===== src/rtl/rob_commit_pkg.sv =====
// Shared constants for the reorder buffer: tag width, entry count and entry type codes.
package rob_commit_pkg;

  localparam int unsigned ROB_BIT  = 3;
  localparam int unsigned ROB_SIZE = 1 << ROB_BIT;

  localparam logic [1:0] ROB_REG    = 2'd0;
  localparam logic [1:0] ROB_BRANCH = 2'd1;
  localparam logic [1:0] ROB_STORE  = 2'd2;
  localparam logic [1:0] ROB_NOP    = 2'd3;

  // STORE and NOP have nothing to wait for, so they are complete as soon as they issue.
  function automatic logic ready_at_issue(input logic [1:0] etype);
    return (etype == ROB_STORE) || (etype == ROB_NOP);
  endfunction

endpackage


===== src/rtl/rob_commit_query.sv =====
// Operand query port of the ROB: returns the finished value of one tag.
// With ROB_BYPASS_EN defined, same-cycle RS/LSB broadcasts are forwarded (RS first).
module rob_commit_query
  import rob_commit_pkg::*;
(
  input  logic [ROB_BIT-1:0] query_entry,
  input  logic               entry_ready,
  input  logic [31:0]        entry_value,
  input  logic               rs_ready,
  input  logic [ROB_BIT-1:0] rs_rob_entry,
  input  logic [31:0]        rs_value,
  input  logic               lsb_ready,
  input  logic [ROB_BIT-1:0] lsb_rob_entry,
  input  logic [31:0]        lsb_value,
  output logic               query_ready,
  output logic [31:0]        query_value
);

  // Registered entry state, optionally overridden by a matching broadcast.
  always_comb begin
    query_ready = entry_ready;
    query_value = entry_value;
`ifdef ROB_BYPASS_EN
    if (rs_ready && (rs_rob_entry == query_entry)) begin
      query_ready = 1'b1;
      query_value = rs_value;
    end else if (lsb_ready && (lsb_rob_entry == query_entry)) begin
      query_ready = 1'b1;
      query_value = lsb_value;
    end
`endif
  end

`ifndef ROB_BYPASS_EN
  logic unused_bypass;
  assign unused_bypass = ^{query_entry, rs_ready, rs_rob_entry, rs_value,
                           lsb_ready, lsb_rob_entry, lsb_value};
`endif

endmodule


===== src/rtl/rob_commit.sv =====
// Reorder buffer: allocates circular entries at issue, captures RS/LSB broadcasts by tag,
// retires in order one per cycle and raises a global flush on branch mispredict.
// Optional: ROB_BYPASS_EN forwards same-cycle broadcasts to the query ports.
module rob_commit
  import rob_commit_pkg::*;
(
  input  logic               clk_in,
  input  logic               rst_in,
  input  logic               rdy_in,
  input  logic               issue_signal,
  input  logic [1:0]         issue_type,
  input  logic [4:0]         issue_rd,
  input  logic               issue_pred_taken,
  input  logic [31:0]        issue_alt_pc,
  output logic [ROB_BIT-1:0] rob_tail,
  output logic [ROB_BIT-1:0] rob_head,
  output logic               rob_full,
  input  logic               rs_ready,
  input  logic [ROB_BIT-1:0] rs_rob_entry,
  input  logic [31:0]        rs_value,
  input  logic               lsb_ready,
  input  logic [ROB_BIT-1:0] lsb_rob_entry,
  input  logic [31:0]        lsb_value,
  input  logic [ROB_BIT-1:0] query_entry1,
  input  logic [ROB_BIT-1:0] query_entry2,
  output logic               query_ready1,
  output logic               query_ready2,
  output logic [31:0]        query_value1,
  output logic [31:0]        query_value2,
  output logic               commit_valid,
  output logic [4:0]         commit_rd,
  output logic [31:0]        commit_value,
  output logic [ROB_BIT-1:0] commit_rob_entry,
  output logic               store_commit,
  output logic               rob_clear_up,
  output logic [31:0]        clear_pc
);

  logic [ROB_SIZE-1:0] busy_q, busy_d;
  logic [ROB_SIZE-1:0] ready_q, ready_d;
  logic [ROB_SIZE-1:0] pred_q, pred_d;
  logic [1:0]          etype_q [ROB_SIZE];
  logic [1:0]          etype_d [ROB_SIZE];
  logic [4:0]          rd_q    [ROB_SIZE];
  logic [4:0]          rd_d    [ROB_SIZE];
  logic [31:0]         value_q [ROB_SIZE];
  logic [31:0]         value_d [ROB_SIZE];
  logic [31:0]         alt_q   [ROB_SIZE];
  logic [31:0]         alt_d   [ROB_SIZE];

  logic [ROB_BIT-1:0]  head_q, head_d, tail_q, tail_d;
  logic [ROB_BIT:0]    count_q, count_d;

  logic                commit_valid_q, commit_valid_d;
  logic [4:0]          commit_rd_q, commit_rd_d;
  logic [31:0]         commit_value_q, commit_value_d;
  logic [ROB_BIT-1:0]  commit_entry_q, commit_entry_d;
  logic                store_commit_q, store_commit_d;
  logic                clear_up_q, clear_up_d;
  logic [31:0]         clear_pc_q, clear_pc_d;

  logic                retire, issue_fire;

  // Full is taken from the registered count, so a retire frees its slot one cycle later.
  assign rob_full   = (count_q == (ROB_BIT + 1)'(ROB_SIZE));
  assign retire     = busy_q[head_q] && ready_q[head_q] && !clear_up_q;
  assign issue_fire = issue_signal && !rob_full && !clear_up_q;

  // Next-state: flush, writeback, in-order retire and tail allocation.
  always_comb begin
    busy_d         = busy_q;
    ready_d        = ready_q;
    pred_d         = pred_q;
    etype_d        = etype_q;
    rd_d           = rd_q;
    value_d        = value_q;
    alt_d          = alt_q;
    head_d         = head_q;
    tail_d         = tail_q;
    count_d        = count_q;
    commit_valid_d = 1'b0;
    commit_rd_d    = commit_rd_q;
    commit_value_d = commit_value_q;
    commit_entry_d = commit_entry_q;
    store_commit_d = 1'b0;
    clear_up_d     = 1'b0;
    clear_pc_d     = '0;

    if (clear_up_q) begin
      busy_d  = '0;
      ready_d = '0;
      head_d  = '0;
      tail_d  = '0;
      count_d = '0;
    end else begin
      // LSB first so that an RS broadcast to the same tag overrides it.
      if (lsb_ready && busy_q[lsb_rob_entry] && !ready_q[lsb_rob_entry]) begin
        ready_d[lsb_rob_entry] = 1'b1;
        value_d[lsb_rob_entry] = lsb_value;
      end
      if (rs_ready && busy_q[rs_rob_entry] && !ready_q[rs_rob_entry]) begin
        ready_d[rs_rob_entry] = 1'b1;
        value_d[rs_rob_entry] = rs_value;
      end

      if (retire) begin
        busy_d[head_q] = 1'b0;
        head_d         = head_q + ROB_BIT'(1);
        case (etype_q[head_q])
          ROB_REG: begin
            commit_valid_d = 1'b1;
            commit_rd_d    = rd_q[head_q];
            commit_value_d = value_q[head_q];
            commit_entry_d = head_q;
          end
          ROB_STORE: begin
            store_commit_d = 1'b1;
            commit_entry_d = head_q;
          end
          ROB_BRANCH: begin
            if (value_q[head_q][0] != pred_q[head_q]) begin
              clear_up_d = 1'b1;
              clear_pc_d = alt_q[head_q];
            end
          end
          default: ;
        endcase
      end

      if (issue_fire) begin
        busy_d[tail_q]  = 1'b1;
        ready_d[tail_q] = ready_at_issue(issue_type);
        etype_d[tail_q] = issue_type;
        rd_d[tail_q]    = issue_rd;
        pred_d[tail_q]  = issue_pred_taken;
        alt_d[tail_q]   = issue_alt_pc;
        value_d[tail_q] = '0;
        tail_d          = tail_q + ROB_BIT'(1);
      end

      count_d = count_q + (ROB_BIT + 1)'(issue_fire) - (ROB_BIT + 1)'(retire);
    end
  end

  // State registers; everything freezes while rdy_in is low.
  always_ff @(posedge clk_in or negedge rst_in) begin
    if (!rst_in) begin
      busy_q         <= '0;
      ready_q        <= '0;
      pred_q         <= '0;
      for (int i = 0; i < ROB_SIZE; i++) begin
        etype_q[i] <= '0;
        rd_q[i]    <= '0;
        value_q[i] <= '0;
        alt_q[i]   <= '0;
      end
      head_q         <= '0;
      tail_q         <= '0;
      count_q        <= '0;
      commit_valid_q <= 1'b0;
      commit_rd_q    <= '0;
      commit_value_q <= '0;
      commit_entry_q <= '0;
      store_commit_q <= 1'b0;
      clear_up_q     <= 1'b0;
      clear_pc_q     <= '0;
    end else if (rdy_in) begin
      busy_q         <= busy_d;
      ready_q        <= ready_d;
      pred_q         <= pred_d;
      etype_q        <= etype_d;
      rd_q           <= rd_d;
      value_q        <= value_d;
      alt_q          <= alt_d;
      head_q         <= head_d;
      tail_q         <= tail_d;
      count_q        <= count_d;
      commit_valid_q <= commit_valid_d;
      commit_rd_q    <= commit_rd_d;
      commit_value_q <= commit_value_d;
      commit_entry_q <= commit_entry_d;
      store_commit_q <= store_commit_d;
      clear_up_q     <= clear_up_d;
      clear_pc_q     <= clear_pc_d;
    end
  end

  assign rob_tail         = tail_q;
  assign rob_head         = head_q;
  assign commit_valid     = commit_valid_q;
  assign commit_rd        = commit_rd_q;
  assign commit_value     = commit_value_q;
  assign commit_rob_entry = commit_entry_q;
  assign store_commit     = store_commit_q;
  assign rob_clear_up     = clear_up_q;
  assign clear_pc         = clear_pc_q;

  rob_commit_query u_query1 (
    .query_entry   (query_entry1),
    .entry_ready   (busy_q[query_entry1] && ready_q[query_entry1]),
    .entry_value   (value_q[query_entry1]),
    .rs_ready      (rs_ready),
    .rs_rob_entry  (rs_rob_entry),
    .rs_value      (rs_value),
    .lsb_ready     (lsb_ready),
    .lsb_rob_entry (lsb_rob_entry),
    .lsb_value     (lsb_value),
    .query_ready   (query_ready1),
    .query_value   (query_value1)
  );

  rob_commit_query u_query2 (
    .query_entry   (query_entry2),
    .entry_ready   (busy_q[query_entry2] && ready_q[query_entry2]),
    .entry_value   (value_q[query_entry2]),
    .rs_ready      (rs_ready),
    .rs_rob_entry  (rs_rob_entry),
    .rs_value      (rs_value),
    .lsb_ready     (lsb_ready),
    .lsb_rob_entry (lsb_rob_entry),
    .lsb_value     (lsb_value),
    .query_ready   (query_ready2),
    .query_value   (query_value2)
  );

endmodule


===== config.mk =====
export PLATFORM = sky130hd
export DESIGN_NAME = rob_commit
export DESIGN_NICKNAME = d
export VERILOG_FILES = /design/src/rtl/rob_commit_pkg.sv /design/src/rtl/rob_commit_query.sv /design/src/rtl/rob_commit.sv
export SDC_FILE = /design/constraint.sdc
export NUM_CORES = 2
export LEC_CHECK = 0
export BUFFER_PORTS_ARGS = -buffer_cell sky130_fd_sc_hd__buf_2
export CAP_MARGIN = 30
export CELL_PAD_IN_SITES_DETAIL_PLACEMENT = 1
export CELL_PAD_IN_SITES_GLOBAL_PLACEMENT = 2
export CORE_MARGIN = 4
export CORE_UTILIZATION = 37
export DETAILED_ROUTE_END_ITERATION = 8
export GPL_ROUTABILITY_DRIVEN = 0
export PLACE_DENSITY_LB_ADDON = 0.3
export SYNTH_ARGS = -nofsm -noshare
export SYNTH_HDL_FRONTEND = slang
export SYNTH_SLANG_ARGS = --single-unit

===== constraint.sdc =====
create_clock -name clk_in -period 2.7 [get_ports clk_in]
set_clock_uncertainty 0.15 [all_clocks]
set_input_delay 0.54 -clock clk_in [delete_from_list [all_inputs] [get_ports clk_in]]
set_output_delay 0.54 -clock clk_in [all_outputs]
set_load 0.01 [all_outputs]

After elaboration in Yosys (flattened, before gate mapping)
Cells that the tools add are included.
{"block": "totals", "register_bits": 677, "inputBits": 122, "output_inout_bits": 148, "wordCells": 219}
{"block": "classes", "addsub": 4, "n_lt_le_gt_ge": 19, "eq_ne": 6, "muxes": 99, "n_bitwise": 14, "n_reduce_logical": 32}
{"op": "256-bit two-way mux", "n": 5}
{"op": "256-bit bitwise mux", "n": 3}
{"op": "32-bit two-way mux", "n": 15}
{"op": "32-bit binary-select mux with 3-bit select", "n": 4}
{"op": "32-bit demux with 3-bit select", "n": 3}
{"op": "256-bit AND", "n": 1}
{"op": "256-bit inverter", "n": 1}
{"op": "8-bit two-way mux", "n": 10}
{"op": "40-bit bitwise mux", "n": 1}
{"op": "1-bit binary-select mux with 3-bit select", "n": 11}
{"op": "1-bit two-way mux", "n": 25}
{"op": "4-bit >= comparator, second input constant", "n": 6}
{"op": "3-bit by 4-bit < comparator with 1-bit output, second input constant", "n": 6}
{"op": "3-bit inverter with 4-bit output", "n": 6}
{"op": "8-bit OR", "n": 3}
{"op": "1-bit logical AND", "n": 17}
{"op": "16-bit bitwise mux", "n": 1}
{"op": "8-bit bitwise mux", "n": 2}
{"op": "5-bit binary-select mux with 3-bit select", "n": 1}
{"op": "5-bit demux with 3-bit select", "n": 1}
{"op": "5-bit two-way mux", "n": 3}
{"op": "1-bit demux with 3-bit select", "n": 4}
{"op": "3-bit by 1-bit >= comparator with 1-bit output, second input constant", "n": 4}
{"op": "4-bit by 1-bit < comparator with 1-bit output, second input constant", "n": 3}
{"op": "other kinds (23)", "n": 38}

Depth between registers and ports, before layout
{"block": "depth", "word_depth": 13, "ltp_mapped": 15, "depth_no_buf": 12}

Cells and area by module
Synthesis repeated with hierarchy kept, for this count alone.
{"block": "unflattened", "hier_cells": 3440, "hier_area_um2": 38030.2}
{"module": "rob_commit", "instances": 1, "cells_each": 3374, "area_per_inst_um2": 37534.7, "seq_area_each_um2": 16941.2}
{"module": "rob_commit_query", "instances": 2, "cells_each": 33, "area_per_inst_um2": 247.7, "seq_area_each_um2": 0.0}

Worst setup path before layout
Ideal clock, no wire load.
{"block": "synth_timing", "kind": "register to register", "startpoint": "register head_q[0] (netlist: rob_head[0])", "endpoint": "register count_q[2]", "setup_ns": 0.141, "t_arrival_ns": 2.796, "required_ns": 2.409, "slack_ns": -0.387, "stages_incl_launch_ff": 14, "path_buffers": 2, "synth_period_minus_slack_ns": 3.087, "cell_sequence": "dfrtp_1 > buf_4 > mux4_2 > and2_0 > clkbuf_1 > o21a_1 > nor2_1 > nor2_1 > ha_1 > inv_1 > ha_1 > fa_1 > xnor2_1 > o22ai_1"}
{"block": "synth_between", "elab_chain_cells": 6, "word_cells_on_any_way": 8, "classes_between": "add/sub (1); mux (5); reduce/logical (2)"}
{"item": "from (decl)", "line_no": "rob_commit.sv:51", "rtl": "logic [ROB_BIT-1:0] head_q, head_d, tail_q, tail_d;"}
{"item": "from (signal assigned)", "line_no": "rob_commit.sv:157", "rtl": "head_q <= '0;"}
{"item": "from (signal assigned)", "line_no": "rob_commit.sv:175", "rtl": "head_q <= head_d;"}
{"item": "1-bit binary-select mux with 3-bit select", "line_no": "rob_commit.sv:66", "rtl": "assign retire = busy_q[head_q] && ready_q[head_q] && !clear_up_q;"}
{"item": "1-bit two-way mux (not written as such)", "line_no": "rob_commit.sv:66"}
{"item": "1-bit logical AND * (2 in a row)", "line_no": "rob_commit.sv:66"}
{"item": "4-bit by 1-bit subtractor with 4-bit output *", "line_no": "rob_commit.sv:141", "rtl": "count_d = count_q + (ROB_BIT + 1)'(issue_fire) - (ROB_BIT + 1)'(retire);"}
{"item": "4-bit two-way mux *", "line_no": "rob_commit.sv:89", "rtl": "if (clear_up_q) begin"}
{"item": "to (signal assigned)", "line_no": "rob_commit.sv:177", "rtl": "count_q <= count_d;"}
{"item": "to (decl)", "line_no": "rob_commit.sv:52", "rtl": "logic [ROB_BIT:0] count_q, count_d;"}
Every way passes the cells marked *; elsewhere a longest branch is shown, timed or not. The select of a mux whose other input is x is not followed.
A chain may end at the register's enable or synchronous reset.

Worst setup path in the final report
Same ends and word-level chain as after synthesis.

==> flow_metrics.tcl <==
set metrics [dict create \
    ys_top_cells_by_count "dfrtp_1 (677), mux2_2 (427), o21ai_0 (277), clkbuf_1 (259), nand2_1 (208)" \
    yosysSeqAreaShare 0.435 \
    drv_slew 0 \
    fin_util 0.486 \
    ir_drop_uv 551 \
    synthArstFlopShare 1.00 \
    violations "negative setup slack" \
    grt_pass1_vias 36100 \
    synth_ff_type "dfrtp_1" \
    drt_first_pass_iters 5 \
    design_area_um2 50500 \
    path_max_fanout 6 \
    syn_inst 3505 \
    drive_above_1_share 0.428 \
    yosys_warnings 0 \
    start_util 0.374 \
    hold_ws_ps 36.2 \
    antenna_found_initial 20 \
    clockRootBuffer "clkbuf_16" \
    viasPerCell 6.43 \
    setup_viol 127 \
    synth_cell_types 91 \
    synth-seq-cells 677 \
    endpoint_kind "register" \
    grt_pass1_wl_um 250000 \
    postRouteAntennaNets 0 \
    numCtsBuffers 82 \
    static-leakage-power_nw 22.2 \
    cts_tree "built" \
    slew_headroom 0.389 \
    syn_to_final_growth_pct 29.8 \
    yosysMostFrequentCell "dfrtp_1" \
    p_per_area_nw_per_um2 986 \
    status "finished, violations left" \
    routed_wl_um 173000 \
    num_vias 34900 \
    critPathRequiredTime_ps 3090 \
    num_rows 118 \
    crit_type "reg -> reg" \
    synth_area_um2 38900 \
    start_kind "register" \
    syn_nets 3635 \
    path_clk_slew_ps 60 \
    hold_class "in -> reg" \
    yosys.area.top_type "dfrtp_1" \
    drv_cap 0 \
    finalCriticalPeriod_ps 2840 \
    insertion_delay_ps 700 \
    place_ws_ps -184 \
    place_area_um2 44100 \
    setup_ws_ps -144 \
    die_y_um 332 \
    netlist.area_leader.share 0.435 \
    synthTopCellsByArea "dfrtp_1 (44%), mux2_2 (12%), mux4_2 (8.7%), o21ai_0 (3.6%), a22oi_1 (3.3%)" \
    post-dp-hpwl_um 109000 \
    drc 0 \
    gr-total-overflow 0 \
    synth_edf_count 0 \
    h-tree-depth 3 \
    io_pins 270 \
    hold_viol 0 \
    arrival_ps 3240 \
    die_area_um2 110000 \
    avgRoutedWirePerCell_um 31.8 \
    grt_max_degree 97 \
    die_x_um 332 \
    drtIter0Drc 3421 \
    coreArea_um2 104000 \
    cts.path.max_buffers 3 \
    fin_crit_sh 1.05 \
    rsz0062_at_grt "true" \
    avgSynthCellArea_um2 11.1 \
    worstMarginPinSlew_ps 917 \
    max_freq_mhz 352 \
    grt_usage 0.299 \
    finalNetCount 4105 \
    cts_sinks 677 \
    portBuffers 269 \
]
cell type report:
type,instances,area [um2]
Inverter,30,118
Timing Repair Buffer,765,7020
Fill cell,10900,53400
Multi-Input combinational cell,2419,21700
Tap cell,1380,1730
Clock buffer,121,2410
Antenna cell,13,32.5
Sequential cell,677,17000
Clock inverter,31,462
worst max-delay path, cell delays in order (launching register included):
cell and delay [ps]:
dfrtp_4 550, mux2i_2 260, o22ai_4 120, o31a_2 380, nor2_4 170, nor2_4 60, ha_4 260, inv_2 40
ha_4 150, fa_2 350, xnor2_2 130, o22ai_1 80
routing by layer:
layer	track usage	wire (um)
met5	0	50
met4	0.113	7130
met3	0.0606	13400
met2	0.490	82400
met1	0.392	69700
path summary, 6_finish.rpt:
path | startpoint | endpoint | slack, ps | depth (start not counted)
worst max-delay path | rob_head[0] | count_q[2] | -140 | 11
worst min-delay path | issue_alt_pc[23] | alt_q[183] | 40 | 2
worst max register to register | rob_head[0] | count_q[2] | -140 | 11
worst min register to register | alt_q[64] | alt_q[64] | 350 | 1
max in group asynchronous | rst_in | value_q[7] | 1190 | 3
min in group asynchronous | rst_in | value_q[215] | 240 | 2
per-stage QoR:
step	instances	setup TNS, ps	total power [mW]
4_1_cts	5361	-2990	48.4
6_report	5436	-6810	49.8
5_1_grt	5424	-14400	52.1
3_3_place_gp	5090	-4940	34.0
3_5_place_dp	5090	-10480	34.6
2_1_floorplan	3505	-653	27.2
what timing repair did:
| item | CTS | global route |
|---|---|---|
| setup endpoints to repair | 126 | 329 |
| setup buffers | 115 | 49 |
| resized for setup | 231 | 160 |
| hold endpoints to repair | 39 | 0 |
| pin swaps | 17 | 41 |
| hold buffers | 3 | 0 |
| gates cloned | 2 | 13 |
registers in the layout (all words and copies together) (netlist names), 16 cells and up:
signal / cells
alt_q: 256
commit_value: 32
value_q: 256
rd_q: 40
etype_q: 16
clear_pc: 32
cell families after synthesis:
logic type               synth area share
AO/OA/AOI/OAI                       0.187
multiplexers                        0.246
flip-flops                          0.435
AND/OR/NAND/NOR                    0.0838
buffers and inverters              0.0438
adder cells (fa/ha/maj)           0.00277
XOR/XNOR                         0.000900
placed cells by master (no fill, tap or decap), types with 88 or more instances in the layout:
| cell | n |
|---|---|
| mux2_4 | 140 |
| nand2_1 | 202 |
| clkbuf_16 | 93 |
| o22ai_1 | 96 |
| buf_6 | 93 |
| buf_2 | 197 |
| dfrtp_1 | 641 |
| mux4_2 | 150 |
| a22oi_1 | 171 |
| nor2_1 | 128 |
| buf_4 | 363 |
| o21ai_0 | 272 |
| mux2_2 | 345 |
| a21oi_1 | 88 |
power by group:
part	switching, mW	internal [mW]
Combinational	10.1	10.7
Clock	4.95	6.84
Sequential	3.10	14.1
No activity file was read; power rests on OpenSTA's default activity.
